`src/rtl/game_turn_ctrl.sv`:
```
// -----------------------------------------------------------------------------
// game_turn_ctrl
// Turn sequencer for the 2048 core. Owns the 4x4 board register and the score.
// One accepted direction command runs: move/merge unit -> change check ->
// tile spawn unit -> win/lose check. A new game clears the board and places
// two tiles through the spawn unit before play opens.
//
// Ports
//   clk          system clock, all logic on posedge
//   rst          synchronous active-high reset
//   new_game     1-cycle restart pulse, priority over everything but rst
//   dir_valid    direction command valid
//   dir          0=up 1=down 2=left 3=right
//   dir_ready    high in IDLE while the game is not over
//   move_start   1-cycle pulse to the move unit
//   move_dir     direction, stable from move_start until move_done
//   move_done    move result valid this cycle
//   move_board   moved/merged board, sampled with move_done
//   move_pts     merge points, sampled with move_done
//   spawn_start  1-cycle pulse to the tile spawn unit
//   spawn_done   spawn result valid this cycle
//   spawn_board  board with the new tile, sampled with spawn_done
//   board_q      current board (move/spawn input, display)
//   score        accumulated score, saturating at 16'hFFFF
//   busy         high in every state except IDLE and OVER
//   game_won     sticky: a WIN_VALUE tile has appeared
//   game_over    sticky: board full with no possible merge
//   fault        sticky: a move/spawn unit failed to answer within TIMEOUT
// -----------------------------------------------------------------------------
module game_turn_ctrl #(
    parameter logic [11:0] WIN_VALUE = 12'h800,
    parameter int          TIMEOUT   = 1023
) (
    input  logic                  clk,
    input  logic                  rst,
    input  logic                  new_game,
    input  logic                  dir_valid,
    input  logic [1:0]            dir,
    output logic                  dir_ready,
    output logic                  move_start,
    output logic [1:0]            move_dir,
    input  logic                  move_done,
    input  logic [3:0][3:0][11:0] move_board,
    input  logic [15:0]           move_pts,
    output logic                  spawn_start,
    input  logic                  spawn_done,
    input  logic [3:0][3:0][11:0] spawn_board,
    output logic [3:0][3:0][11:0] board_q,
    output logic [15:0]           score,
    output logic                  busy,
    output logic                  game_won,
    output logic                  game_over,
    output logic                  fault
);

    localparam int            CW      = $clog2(TIMEOUT + 1);
    localparam logic [CW-1:0] TO_LAST = CW'(TIMEOUT - 1);

    typedef enum logic [3:0] {
        S_CLEAR,
        S_SPAWN_A,
        S_SPAWN_B,
        S_IDLE,
        S_MOVE,
        S_CMP,
        S_SPAWN,
        S_CHECK,
        S_OVER
    } state_t;

    state_t                r_state;
    state_t                w_state_nxt;
    logic [3:0][3:0][11:0] r_board;
    logic [3:0][3:0][11:0] r_mv_board;
    logic [15:0]           r_score;
    logic [15:0]           r_mv_pts;
    logic [1:0]            r_move_dir;
    logic                  r_move_start;
    logic                  r_spawn_start;
    logic                  r_game_won;
    logic                  r_game_over;
    logic                  r_fault;
    logic [CW-1:0]         r_wait_cnt;

    logic w_accept;
    logic w_wait_state;
    logic w_timeout_hit;
    logic w_move_start_nxt;
    logic w_spawn_start_nxt;
    logic w_fault_set;
    logic w_changed;
    logic w_has_win;
    logic w_no_moves;

    function automatic logic f_has_value(input logic [3:0][3:0][11:0] b,
                                         input logic [11:0]           v);
        logic found;
        found = 1'b0;
        for (int r = 0; r < 4; r++) begin
            for (int c = 0; c < 4; c++) begin
                if (b[r][c] == v) found = 1'b1;
            end
        end
        return found;
    endfunction

    // Lose: no empty cell and no equal neighbour in either axis.
    function automatic logic f_no_moves(input logic [3:0][3:0][11:0] b);
        logic stuck;
        stuck = 1'b1;
        for (int r = 0; r < 4; r++) begin
            for (int c = 0; c < 4; c++) begin
                if (b[r][c] == 12'd0) stuck = 1'b0;
            end
        end
        for (int r = 0; r < 4; r++) begin
            for (int c = 0; c < 3; c++) begin
                if (b[r][c] == b[r][c+1]) stuck = 1'b0;
            end
        end
        for (int r = 0; r < 3; r++) begin
            for (int c = 0; c < 4; c++) begin
                if (b[r][c] == b[r+1][c]) stuck = 1'b0;
            end
        end
        return stuck;
    endfunction

    function automatic logic [15:0] f_sat_add(input logic [15:0] a,
                                              input logic [15:0] b);
        logic [16:0] sum;
        sum = {1'b0, a} + {1'b0, b};
        return sum[16] ? 16'hFFFF : sum[15:0];
    endfunction

    assign dir_ready     = (r_state == S_IDLE) && !r_game_over;
    assign w_accept      = dir_valid && dir_ready;
    assign w_wait_state  = (r_state == S_MOVE) || (r_state == S_SPAWN) ||
                           (r_state == S_SPAWN_A) || (r_state == S_SPAWN_B);
    assign w_timeout_hit = (r_wait_cnt == TO_LAST);
    assign w_changed     = (r_mv_board != r_board);
    assign w_has_win     = f_has_value(r_board, WIN_VALUE);
    assign w_no_moves    = f_no_moves(r_board);

    always_ff @(posedge clk) begin
        if (rst) begin
            r_state <= S_CLEAR;
        end else begin
            r_state <= w_state_nxt;
        end
    end

    always_comb begin
        w_state_nxt       = r_state;
        w_move_start_nxt  = 1'b0;
        w_spawn_start_nxt = 1'b0;
        w_fault_set       = 1'b0;
        unique case (r_state)
            S_CLEAR: begin
                w_state_nxt       = S_SPAWN_A;
                w_spawn_start_nxt = 1'b1;
            end
            S_SPAWN_A: begin
                if (spawn_done) begin
                    w_state_nxt       = S_SPAWN_B;
                    w_spawn_start_nxt = 1'b1;
                end else if (w_timeout_hit) begin
                    w_state_nxt = S_IDLE;
                    w_fault_set = 1'b1;
                end
            end
            S_SPAWN_B: begin
                if (spawn_done) begin
                    w_state_nxt = S_IDLE;
                end else if (w_timeout_hit) begin
                    w_state_nxt = S_IDLE;
                    w_fault_set = 1'b1;
                end
            end
            S_IDLE: begin
                if (w_accept) begin
                    w_state_nxt      = S_MOVE;
                    w_move_start_nxt = 1'b1;
                end
            end
            S_MOVE: begin
                if (move_done) begin
                    w_state_nxt = S_CMP;
                end else if (w_timeout_hit) begin
                    w_state_nxt = S_IDLE;
                    w_fault_set = 1'b1;
                end
            end
            S_CMP: begin
                // An unchanged board is not a turn: no spawn, no score.
                if (w_changed) begin
                    w_state_nxt       = S_SPAWN;
                    w_spawn_start_nxt = 1'b1;
                end else begin
                    w_state_nxt = S_IDLE;
                end
            end
            S_SPAWN: begin
                if (spawn_done) begin
                    w_state_nxt = S_CHECK;
                end else if (w_timeout_hit) begin
                    w_state_nxt = S_IDLE;
                    w_fault_set = 1'b1;
                end
            end
            S_CHECK: begin
                w_state_nxt = w_no_moves ? S_OVER : S_IDLE;
            end
            S_OVER: begin
                w_state_nxt = S_OVER;
            end
            default: begin
                w_state_nxt = S_CLEAR;
            end
        endcase
        // Restart overrides whatever the current state decided, including
        // a direction accepted in the same cycle.
        if (new_game) begin
            w_state_nxt       = S_CLEAR;
            w_move_start_nxt  = 1'b0;
            w_spawn_start_nxt = 1'b0;
            w_fault_set       = 1'b0;
        end
    end

    always_ff @(posedge clk) begin
        if (rst) begin
            r_board       <= '0;
            r_score       <= '0;
            r_game_won    <= 1'b0;
            r_game_over   <= 1'b0;
            r_fault       <= 1'b0;
            r_move_start  <= 1'b0;
            r_spawn_start <= 1'b0;
            r_wait_cnt    <= '0;
        end else begin
            r_move_start  <= w_move_start_nxt;
            r_spawn_start <= w_spawn_start_nxt;
            // The wait counter restarts with every start pulse.
            if (w_move_start_nxt || w_spawn_start_nxt) begin
                r_wait_cnt <= '0;
            end else if (w_wait_state) begin
                r_wait_cnt <= r_wait_cnt + CW'(1);
            end
            if (new_game) begin
                r_score     <= '0;
                r_game_won  <= 1'b0;
                r_game_over <= 1'b0;
                r_fault     <= 1'b0;
            end else begin
                if (w_fault_set) r_fault <= 1'b1;
                unique case (r_state)
                    S_CLEAR: begin
                        r_board <= '0;
                    end
                    S_SPAWN_A, S_SPAWN_B, S_SPAWN: begin
                        if (spawn_done) r_board <= spawn_board;
                    end
                    S_CMP: begin
                        if (w_changed) begin
                            r_board <= r_mv_board;
                            r_score <= f_sat_add(r_score, r_mv_pts);
                        end
                    end
                    S_CHECK: begin
                        if (w_has_win)  r_game_won  <= 1'b1;
                        if (w_no_moves) r_game_over <= 1'b1;
                    end
                    default: begin
                    end
                endcase
            end
        end
    end

    // Operand holding registers; their contents only matter in the states
    // that consume them, so they carry no reset.
    always_ff @(posedge clk) begin
        if (w_accept) r_move_dir <= dir;
        if ((r_state == S_MOVE) && move_done) begin
            r_mv_board <= move_board;
            r_mv_pts   <= move_pts;
        end
    end

    assign move_start  = r_move_start;
    assign move_dir    = r_move_dir;
    assign spawn_start = r_spawn_start;
    assign board_q     = r_board;
    assign score       = r_score;
    assign busy        = (r_state != S_IDLE) && (r_state != S_OVER);
    assign game_won    = r_game_won;
    assign game_over   = r_game_over;
    assign fault       = r_fault;

endmodule
```
`config.mk`:
```
export PLATFORM = sky130hd
export DESIGN_NAME = game_turn_ctrl
export DESIGN_NICKNAME = d
export VERILOG_FILES = /design/src/rtl/game_turn_ctrl.sv
export SDC_FILE = /design/constraint.sdc
export NUM_CORES = 1
export LEC_CHECK = 0
export CAP_MARGIN = 20
export CORE_ASPECT_RATIO = 2
export CORE_MARGIN = 2
export CORE_UTILIZATION = 35
export DETAILED_ROUTE_END_ITERATION = 16
export GPL_TIMING_DRIVEN = 1
export PLACE_DENSITY = 0.61
export SLEW_MARGIN = 20
export SYNTH_ARGS = -nofsm -noshare
export SYNTH_HDL_FRONTEND = slang
export SYNTH_SLANG_ARGS = --single-unit
```
`constraint.sdc`:
```
create_clock -name clk -period 10.2 [get_ports clk]
set_input_delay 2.55 -clock clk [delete_from_list [all_inputs] [get_ports clk]]
set_output_delay 2.55 -clock clk [all_outputs]
set_load 0.02 [all_outputs]
```
# [Word level (Yosys, flattened, before mapping)]
# Index checks and enable logic that the tools add are counted.
[word_totals] elab_cells=215 ff_bits=437 inputBits=408 output_inout_bits=217
[op_classes] n_eq_ne=55 bitwise=1 reduce_logical=34 n_addsub=2 n_mux=81
[ops] cell="192-bit case mux with 3 select lines" count=1
[ops] cell="192-bit two-way mux" count=2
[ops] cell="12-bit == test" count=24
[ops] cell="12-bit == test (second input constant)" count=16
[ops] cell="12-bit logical NOT" count=16
[ops] cell="192-bit != test" count=1
[ops] cell="1-bit two-way mux" count=66
[ops] cell="4-bit case mux with 9 select lines" count=1
[ops] cell="4-bit two-way mux" count=7
[ops] cell="16-bit by 16-bit adder with 17-bit output" count=1
[ops] cell="4-bit by 3-bit == test with 1-bit output (second input constant)" count=4
[ops] cell="16-bit two-way mux" count=1
[ops] cell="10-bit by 1-bit adder with 10-bit output (second input constant)" count=1
[ops] cell="10-bit == test (second input constant)" count=1
[ops] cell="4-bit by 2-bit == test with 1-bit output (second input constant)" count=2
[ops] cell="2-bit AND reduction" count=3
[ops] cell="4-bit by 1-bit == test with 1-bit output (second input constant)" count=1
[ops] cell="4-bit == test (second input constant)" count=1
[ops] cell="1-bit logical AND" count=4
[ops] cell="4-bit logical NOT" count=1
[ops] cell="1-bit logical OR" count=4
[ops] cell="2-bit != test (second input constant)" count=2
[ops] cell="4-bit by 2-bit != test with 1-bit output (second input constant)" count=1
[ops] cell="4-bit != test (second input constant)" count=1
[ops] cell="other kinds (10)" count=11

# [Logic depth before layout (Yosys ltp)]
[depth] word_depth=43 mapped_depth=12 ltp_nobuf=11

# [Worst setup path after synthesis]
# OpenSTA, ideal clock, no wires.
[synth_path] path_kind="input -> register" startpoint="input port move_done" endpoint="register r_mv_board[0] in the netlist's numbering, enable pin" setup_time_ns=0.596 setup_slack_ns=2.277 arrival_ns=7.327 stages=1 path_buffers=0 required_ns=9.604 path_cell_list="and3_1"
[synth_via] elab_chain_cells=1
[synth_rtl] item="start, declared" line="42" rtl="input logic move_done,"
[synth_rtl] item="1-bit logical AND" line="285" rtl="if ((r_state == S_MOVE) && move_done) begin"
[synth_rtl] item="end signal, assigned" line="286" rtl="r_mv_board <= move_board;"
[synth_rtl] item="end, declared" line="74" rtl="logic [3:0][3:0][11:0] r_mv_board;"
# Every way passes these cells.
# A chain may end at the register's enable or synchronous reset.

# [Final worst setup path]
[layout_path] startpoint="register r_board, in the netlist board_q[105]" endpoint="register r_board, in the netlist board_q[29]"
[layout_via] elab_chain_cells=3
[layout_rtl] item="start, declared" line="73" rtl="logic [3:0][3:0][11:0] r_board;"
[layout_rtl] item="start signal, assigned" line="262" rtl="if (spawn_done) r_board <= spawn_board;"
[layout_rtl] item="start signal, assigned" line="266" rtl="r_board <= r_mv_board;"
[layout_rtl] item="192-bit != test" line="141" rtl="assign w_changed = (r_mv_board != r_board);"
[layout_rtl] item="2-bit != test (no line)"
[layout_rtl] item="4-bit AND reduction (no line)"
# Every way passes these cells.

==> results.toml <==
[yosys]
synth.distinct_cells = 57
syn_area_per_cell_um2 = 10.6
yosysWarnings = 0
synth.area.top_cells = "edfxtp_1 (26%), dfxtp_1 (19%), xnor2_1 (14%)"
synth_cells = 2292
synthMuxAreaShare_pct = 0
synth-seq-cells = 437
yosys.area_share.adder_pct = 1.01
yosysSeqAreaShare_pct = 44.8
synth_area_leader_cell = "edfxtp_1"
yosys.area_share.simple_pct = 11.2
synth_ff_type = "dfxtp_1"
synth_xor_area_share_pct = 17.6
synth_top_area_share_pct = 26.0
async_flop_share_pct = 0
synth-edff-count = 210
synth_compound_area_share_pct = 19.0
syn_area_mm2 = 0.0242
syn_nets = 2719
synth_top_family_by_area = "compound AO/OA/AOI/OAI gates"

[sta]
rsz0062_at_grt = "false"
finalHoldViolations = 0
fin_crit_sh_pct = 52.3
setup_viol = 0
slew_headroom_pct = 21.9
finalMaxSlewViolations = 0
fin_setup_tns_ps = 0
clock_skew_ps = 22.6
worst_pin_slew_ps = 1160
fmax_ghz = 0.187
period_needed_ps = 5340

[job]
drv_cap = 0

[drt]
wl_um = 121000
vias = 21081
wl_met1_um = 40900
wl_per_cell_um = 33.5
drcViolationCount = 0
dr_wl_met3_um = 8910
wl_met2_um = 61100
first_pass_iters = 5
top_layer_used = "met4"
drt-initial-drc-count = 1647
ant_nets = 0
via_per_inst = 5.83

[floorplan]
die_area_mm2 = 0.0715
fp.dieH_um = 376
num_rows = 136
start_util_pct = 35.3
dieWidth_um = 190
coreArea_mm2 = 0.0686
io-pin-count = 625

[worst_setup_path]
arrival_ps = 5740
critical_path_buf_inv_count = 3
path_delay_family = "simple AND/OR/NAND/NOR gates"
cp-start-kind = "register"
cp-end-kind = "register"
cp_data_required_time_ps = 10610
crit_path_top_delay_cell = "nor4_1"
worstPathCellList = "xnor2_1 > nand4_1 > nor4_1 > nand4_1 > nor2_1 > buf_4 > a31oi_4 > buf_12 > buf_4 > nor2_1 > a211oi_2"
crit_type = "reg -> reg"
cpPeakStageDelay_ps = 1060
critPathMaxFanout = 138

[grt]
grt_use_total_pct = 33.0
grt_start_max_net_pins = 181
antenna_found_initial = 8
overflow = 0
grt_first_pass_wirelength_um = 167000
first_global_vias = 21584

[clock_network]
clk_path_buf_depth = 3
cts_tree = "built"
htreeDepth = 2
numCtsBuffers = 42
cts_sinks = 437
root_buffer = "clkbuf_16"
cts_hold_buf = 0
clk_latency_ps = 580
cts_resized = 0
path_clk_slew_ps = 70
cts_setup_buffers = 0

[placement]
placedCellCount = 3533
routabilityCongestion = 0.999
dpl.hpwl_um = 95600
portBuffers = 624

[layout]
nNetsFinal = 3107
synthToLayoutAreaGrowth_pct = 31.4
drive_gt1_share_pct = 11.4
final_cells = 3617

[outcome]
status = "finished clean"

[power]
power_frac_comb_pct = 20.6
p_int_w = 0.00332
power_density_mw_per_mm2 = 151
power_switching_share_pct = 30.8
p_total_w = 0.00479
seq_power_share_pct = 44.5
p_leak_nw = 10.1
clockPowerShare_pct = 34.9
ir_worst_vdd_v = 0.000112
switchingPower_w = 0.00148

[min_path]
worst_hold_path_type = "reg -> reg"
-- sequential cells by signal, indices dropped and copies added, names as in the netlist --
register	flops
board_q	192
r_mv_board	192
r_mv_pts	16
score	16
r_wait_cnt	10
r_state	4
move_dir	2
fault	1
game_over	1
game_won	1
move_start	1
spawn_start	1
-- final timing paths --
| check | start | slack (ps) | depth (start not counted) | end |
|---|---|---|---|---|
| worst max register to register | board_q[105]$_SDFFE_PP0P_ | 4860 | 11 | board_q[29]$_SDFFE_PP0P_ |
| worst min register to register | game_won$_SDFFE_PP0P_ | 480 | 1 | game_won$_SDFFE_PP0P_ |
| worst max-delay path | board_q[105]$_SDFFE_PP0P_ | 4860 | 11 | board_q[29]$_SDFFE_PP0P_ |
| worst min-delay path | game_won$_SDFFE_PP0P_ | 480 | 1 | game_won$_SDFFE_PP0P_ |
-- cell families after synthesis --
| logic type | after synthesis |
|---|---|
| and+or+nand+nor | 532 |
| buffers and inverters | 329 |
| DFF | 437 |
| xor gates and xnor gates | 488 |
| AOI/OAI and AO/OA | 487 |
| adders and majority gates | 19 |
-- stage by stage --
stage	utilization, %	cell area (um2)	setup slack, ps	hold slack [ps]
floorplan	-	24200	2280	513
global placement	44.3	30400	4520	450
detailed placement	44.3	30400	4430	469
CTS	46.4	31800	5010	484
global route	46.4	31800	4730	500
finish	46.4	31800	4860	482
-- cells in the mapped netlist, types with 2 or more instances --
cell / count
nor4_1: 75
a221oi_1: 2
a21o_1: 4
dfxtp_1: 227
a22oi_1: 193
inv_1: 23
nand2b_1: 6
buf_2: 42
o21a_1: 8
o221a_2: 14
a31oi_1: 8
o221ai_1: 2
nand3b_1: 2
xnor2_1: 393
clkbuf_1: 224
xor2_1: 95
buf_4: 3
buf_6: 31
ha_1: 18
or4_1: 7
nor3_1: 47
buf_1: 6
and3_1: 5
o2111ai_1: 4
edfxtp_1: 210
a211oi_2: 190
nor2_1: 220
o22ai_1: 7
a21oi_2: 2
nand4b_1: 8
nand4_1: 119
o21ai_0: 22
nor2b_1: 4
a21oi_1: 14
a211oi_1: 2
a22o_1: 4
nand2_1: 15
nand3_1: 17
-- per-layer routing --
layer,track usage (%),vias up
met3,6.67,298
met5,0,-
li1,-,9106
met1,34.4,10491
met2,58.5,1186
met4,23.7,0
-- cells in the final DEF, fill, tap and decap left out, types with 6 or more instances in the layout --
cell,instances
nand2b_1,6
diode_2,7
nor2_1,220
xnor2_1,392
clkbuf_16,43
edfxtp_1,210
nand4_1,119
o22ai_1,7
o21ai_0,22
nor4_1,75
dfxtp_1,227
xor2_1,95
clkdlybuf4s50_1,623
a31oi_1,8
nand3_1,17
nor3_1,47
o21a_1,8
a21oi_1,13
buf_4,24
inv_1,23
or4_1,7
clkbuf_1,8
a22oi_1,193
ha_1,18
nand4b_1,8
o221a_2,14
a211oi_2,190
nand2_1,15
clkinv_2,9
-- power by group through the flow --
stage | Combinational (W) | Clock (W) | Sequential [W]
finish | 0.000985 | 0.00167 | 0.00213
CTS | 0.000981 | 0.00170 | 0.00213
global placement | 0.000962 | 0 | 0.00216
global route | 0.00104 | 0.00175 | 0.00213
floorplan | 0.000595 | 0 | 0.00203
detailed placement | 0.000974 | 0 | 0.00217
-- worst register-to-register path, delay by kind of cell, from the launching register on --
kind	cells	cell delay, ps
xor+xnor	1	940
flops	1	510
buf+inv	3	1380
simple gates	5	2120
compound gates	2	210
-- layout make-up --
class,count,area (um2)
multi-input cells,1526,11900
inverters,23,86.3
clock buffers,55,1160
repair buffers,650,6470
fillers,6366,36800
clock inverters,22,246
diodes,7,17.5
well taps,897,1120
flip-flops and latches,437,10900
Power figures use the tool's default switching activity.
